<file path="src/rtl/uart_rx.sv">
// uart_rx: 8N1 UART receiver with a 2-flop synchroniser and mid-bit sampling.
// Define UART_RX_PARITY_EN to expect an even-parity bit before the stop bit.
module uart_rx #(
  parameter int unsigned CLKS_PER_BIT = 4
) (
  input  logic       clk,
  input  logic       reset,
  input  logic       rx_i,
  output logic [7:0] d_o,
  output logic       valid_o,
  output logic       frame_err_o,
  output logic       parity_err_o,
  output logic       busy_o
);

  localparam int unsigned P    = CLKS_PER_BIT + 1;
  localparam int unsigned HALF = P / 2;
  localparam int unsigned CW   = $clog2(P);

`ifdef UART_RX_PARITY_EN
  typedef enum logic [2:0] {S_IDLE, S_START, S_DATA, S_PARITY, S_STOP} state_t;
`else
  typedef enum logic [2:0] {S_IDLE, S_START, S_DATA, S_STOP} state_t;
`endif

  state_t        state, state_n;
  logic [CW-1:0] cnt, cnt_n;
  logic [2:0]    bit_idx, bit_idx_n;
  logic [7:0]    shift, shift_n;
  logic [7:0]    d_n;
  logic          valid_n, ferr_n, perr_n, busy_n;
  logic          rx_meta, rx_s, rx_q;
`ifdef UART_RX_PARITY_EN
  logic          par_bit, par_n;
`endif

  // Synchroniser plus one-cycle history for start-edge detection
  always_ff @(posedge clk or posedge reset) begin
    if (reset) begin
      rx_meta <= 1'b1;
      rx_s    <= 1'b1;
      rx_q    <= 1'b1;
    end else begin
      rx_meta <= rx_i;
      rx_s    <= rx_meta;
      rx_q    <= rx_s;
    end
  end

  // State and output registers
  always_ff @(posedge clk or posedge reset) begin
    if (reset) begin
      state        <= S_IDLE;
      cnt          <= '0;
      bit_idx      <= '0;
      shift        <= '0;
      d_o          <= '0;
      valid_o      <= 1'b0;
      frame_err_o  <= 1'b0;
      parity_err_o <= 1'b0;
      busy_o       <= 1'b0;
`ifdef UART_RX_PARITY_EN
      par_bit      <= 1'b0;
`endif
    end else begin
      state        <= state_n;
      cnt          <= cnt_n;
      bit_idx      <= bit_idx_n;
      shift        <= shift_n;
      d_o          <= d_n;
      valid_o      <= valid_n;
      frame_err_o  <= ferr_n;
      parity_err_o <= perr_n;
      busy_o       <= busy_n;
`ifdef UART_RX_PARITY_EN
      par_bit      <= par_n;
`endif
    end
  end

  // Next-state and output logic
  always_comb begin
    state_n   = state;
    cnt_n     = cnt + CW'(1);
    bit_idx_n = bit_idx;
    shift_n   = shift;
    d_n       = d_o;
    valid_n   = 1'b0;
    ferr_n    = frame_err_o;
    perr_n    = parity_err_o;
`ifdef UART_RX_PARITY_EN
    par_n     = par_bit;
`endif
    case (state)
      S_IDLE: begin
        cnt_n = '0;
        if (rx_q && !rx_s) state_n = S_START;
      end
      S_START: begin
        if (cnt == CW'(HALF)) begin
          cnt_n = '0;
          if (!rx_s) begin
            state_n   = S_DATA;
            bit_idx_n = '0;
          end else begin
            state_n = S_IDLE;
          end
        end
      end
      S_DATA: begin
        if (cnt == CW'(P - 1)) begin
          cnt_n   = '0;
          shift_n = {rx_s, shift[7:1]};
          if (bit_idx == 3'd7) begin
`ifdef UART_RX_PARITY_EN
            state_n = S_PARITY;
`else
            state_n = S_STOP;
`endif
          end else begin
            bit_idx_n = bit_idx + 3'd1;
          end
        end
      end
`ifdef UART_RX_PARITY_EN
      S_PARITY: begin
        if (cnt == CW'(P - 1)) begin
          cnt_n   = '0;
          par_n   = rx_s;
          state_n = S_STOP;
        end
      end
`endif
      S_STOP: begin
        // Leave at mid-stop so a back-to-back start edge is not missed
        if (cnt == CW'(P - 1)) begin
          cnt_n   = '0;
          state_n = S_IDLE;
          d_n     = shift;
          valid_n = 1'b1;
          ferr_n  = ~rx_s;
`ifdef UART_RX_PARITY_EN
          perr_n  = ^{shift, par_bit};
`else
          perr_n  = 1'b0;
`endif
        end
      end
      default: begin
        state_n = S_IDLE;
        cnt_n   = '0;
      end
    endcase
    busy_n = (state_n != S_IDLE);
  end

endmodule

</file>
<file path="config.mk">
export PLATFORM = sky130hd
export DESIGN_NAME = uart_rx
export DESIGN_NICKNAME = d
export VERILOG_FILES = /design/src/rtl/uart_rx.sv
export SDC_FILE = /design/constraint.sdc
export NUM_CORES = 1
export LEC_CHECK = 0
export BUFFER_PORTS_ARGS = -buffer_cell sky130_fd_sc_hd__buf_2
export CAP_MARGIN = 0
export CORE_UTILIZATION = 40
export DETAILED_ROUTE_END_ITERATION = 7
export PLACE_DENSITY_LB_ADDON = 0.05
export REMOVE_ABC_BUFFERS = 1
export SLEW_MARGIN = 30
export SYNTH_ARGS = -nofsm -noshare
export SYNTH_HDL_FRONTEND = slang
export SYNTH_SLANG_ARGS = --single-unit
</file>
<file path="constraint.sdc">
create_clock -name clk -period 1.9 [get_ports clk]
set_input_delay 0.19 -clock clk [delete_from_list [all_inputs] [get_ports clk]]
set_output_delay 0.19 -clock clk [all_outputs]
set_load 0.005 [all_outputs]
</file>
==> key figures <==
Clock tree
  • CTS Hold Bufs: 2
  • CTS Sinks: 31
  • Post CTS Setup Buffer Count: 0
  • Clk pin slew, worst setup/hold paths: 0.09 ns
  • Clock tree buffer depth: 2
  • Post_cts resized: 0
  • H-tree Lvls: 2
  • CTS root buf: clkbuf_4
  • CTS buffer count: 5
  • Worst-Skew Late Latency: between 0.3 and 0.4 ns
  • CTS tree: yes

Yosys
  • Most used DFF post-synth: dfrtp_1
  • Syn_area_per_cell: roughly 14 um2
  • Asr flop ratio synth: 100%
  • Area of the mapped netlist: 1300 um2
  • Register area share after synthesis: 59.8%
  • Synth warn: 0
  • #FFs+latches synth: 31
  • Cells after synthesis: 96
  • Number of synthesized flops with an enable pin: 0
  • Cell variety after synth: 28

Global routing
  • Met2 Use GR: 20.3%
  • Met3 Use GR: 4.59%
  • Met1 Usage GRT: 18.1%
  • Vias in the first global route: 767
  • Congestion Overflow GR: 0
  • Global Route Usage Sum: 14.1%
  • GRT busiest layer: met2
  • Global-route wire length before repair: 3.46 mm
  • Antenna violations before repair: 0
  • Largest net degree at the start of global routing: 32

Place
  • I/O Buffers: 13
  • Post-DP HPWL: 1.33 mm
  • Global placement routability congestion: 0.799

Pwr
  • Power density cells: between 700 and 800 nW/um2
  • Lkg Pwr: 0.805 nW
  • Peak supply drop: 0.000373 V

Detailed routing
  • Final WL: 1.93 mm
  • Post-detailed-route count of antenna-violating nets: 0
  • Drt first pass iters: 3
  • DR iter-0 viols: 27
  • Wire length per cell: 11.9 um
  • DR vias/cell: 4.64
  • Drt drc: 0
  • DR vias: about 750

Cells and area
  • Sequential Area: 779 um2
  • Share of cells above drive strength 1: 38.1%
  • Multi-input gate area: 475 um2
  • Final net count: 125
  • Ant diodes: 0
  • Area added between synthesis and finish: 15.3%
  • Fillers: 289

STA
  • Layout Skew: 0.00341 ns
  • Setup tns final: 0 ns
  • Fmax: 564 MHz
  • Final worst path period share: 93.4%
  • Fin. Hold Viols: 0
  • Max-slew violations: 0
  • Final setup violation count: 0
  • WHS: 0.360 ns
  • Crit path time final: ~1.8 ns
  • Unrepaired setup endpoints after global routing: false

Floorplanning
  • IO Pins: 15
  • Die Wd: 59.1 um
  • Die area: 3490 um2
  • Die Y: 59.1 um
  • Core Area: 3080 um2
  • Starting Density: 42.3%
  • FP Rows: 20

Setup path
  • Crit Path Category: reg -> reg
  • Worst R2R Start: cnt[0]
  • Crit. End Element: flip-flop
  • Maximum fanout along the worst path: 11
  • R2R depth: 5
  • CP startpoint kind: flip-flop
  • CP arrival: between 1.5 and 2 ns
  • R2R Setup Slk: 0.13 ns
  • Worst endpoint required time: 2.10 ns
  • Reg2reg end: d_o[3]

Worst hold path
  • Hold EP: rx_s
  • Min-delay src: rx_meta
  • Worst min-delay path class: reg -> reg
  • Hold Path Depth: 0

Outcome
  • Outcome: complete, no violations

Run
  • Max Cap Viol: 0
-- area by class of cell --
type | count | area share [%]
sequential | 31 | 51.9
multi-input combinational | 56 | 31.7
timing repair buffer | 17 | 6.67
clock buffer | 8 | 4.58
tap | 44 | 3.67
inverter | 6 | 1.50
-- cell families (layout without fill, tap and decap cells) --
kind of cell,after synthesis,after routing,share of synthesized area [%]
buffers and inverters,10,31,3.94
AOI/OAI and AO/OA,10,10,5.76
xor gates and xnor gates,1,1,0.673
adders and majority gates,5,5,4.80
DFF,31,31,59.8
other,1,2,0.288
and+or+nand+nor,20,20,8.55
muxes,18,18,16.1
-- sequential cells by signal, indices dropped and copies added (netlist names) --
signal and flops:
shift 8, frame_err_o 1, busy_o 1, rx_s 1
state 3, d_o 8, rx_q 1, cnt 3
bit_idx 3, rx_meta 1, valid_o 1
-- stage by stage --
stage | util, % | setup slack, ns | power [mW] | cells | instance area [um2]
after floorplan | - | 0.109 | 0.716 | 93 | 1280
after global placement | 45.9 | 0.154 | 0.730 | 152 | 1410
after detailed placement | 45.9 | 0.120 | 0.730 | 152 | 1410
after CTS | 48.8 | 0.102 | 1.16 | 162 | 1500
after global routing | 48.8 | 0.00681 | 1.20 | 162 | 1500
final | 48.8 | 0.126 | 1.14 | 162 | 1500
-- layer usage --
metal | wire [um] | share of wire [%] | up-vias
met3 | 65 | 3.4 | 4
li1 | - | - | 373
met5 | 0 | 0 | -
met4 | 33 | 1.7 | 0
met2 | 889 | 46 | 14
met1 | 945 | 49 | 360
-- cells in the final DEF (no fill, tap or decap), types with 2 or more instances in the layout --
master and instances:
dlygate4sd3_1 2, ha_1 5, buf_4 2, nand2_1 3, clkbuf_4 5, inv_1 6
or3_1 2, conb_1 2, mux2_4 2, buf_2 13, clkbuf_8 2, nor3_1 2
a21oi_1 4, nor3b_1 2, dfrtp_1 28, mux2_2 16, nor2_1 6, dfstp_2 3
-- how the worst max path moves through the flow --
stage / start / end / depth (start not counted)
5_1_grt: cnt[0] / d_o[0] / 5
4_1_cts: cnt[0] / d_o[3] / 5
2_1_floorplan: cnt[0] / bit_idx[1] / 6
3_5_place_dp: cnt[0] / d_o[3] / 5
6_report: cnt[0] / d_o[3] / 5
3_3_place_gp: cnt[0] / d_o[7] / 5
-- synth_stat cells (2+ instances only) --
cell type	instances	area share (%)
dfrtp_1	28	54
mux2_2	16	14
inv_1	6	1.7
nor2_1	6	1.7
ha_1	5	4.8
a21oi_1	4	1.5
dfstp_2	3	6.1
nand2_1	3	0.86
buf_2	2	0.77
mux2_4	2	2.3
nor3_1	2	0.77
nor3b_1	2	1.2
or3_1	2	0.96
-- critical path: stages, from the launching register on --
cell and delay (ns):
dfrtp_1 0.41, inv_1 0.09, ha_1 0.21, nand2_1 0.09, or3_1 0.52, mux2_2 0.34
-- power breakdown --
part	switching, mW	internal, mW	leakage (nW)
clock network	0.203	0.218	0.0386
registers	0.00863	0.670	0.419
logic	0.0237	0.0160	0.347
No activity file was read; power rests on OpenSTA's default activity.
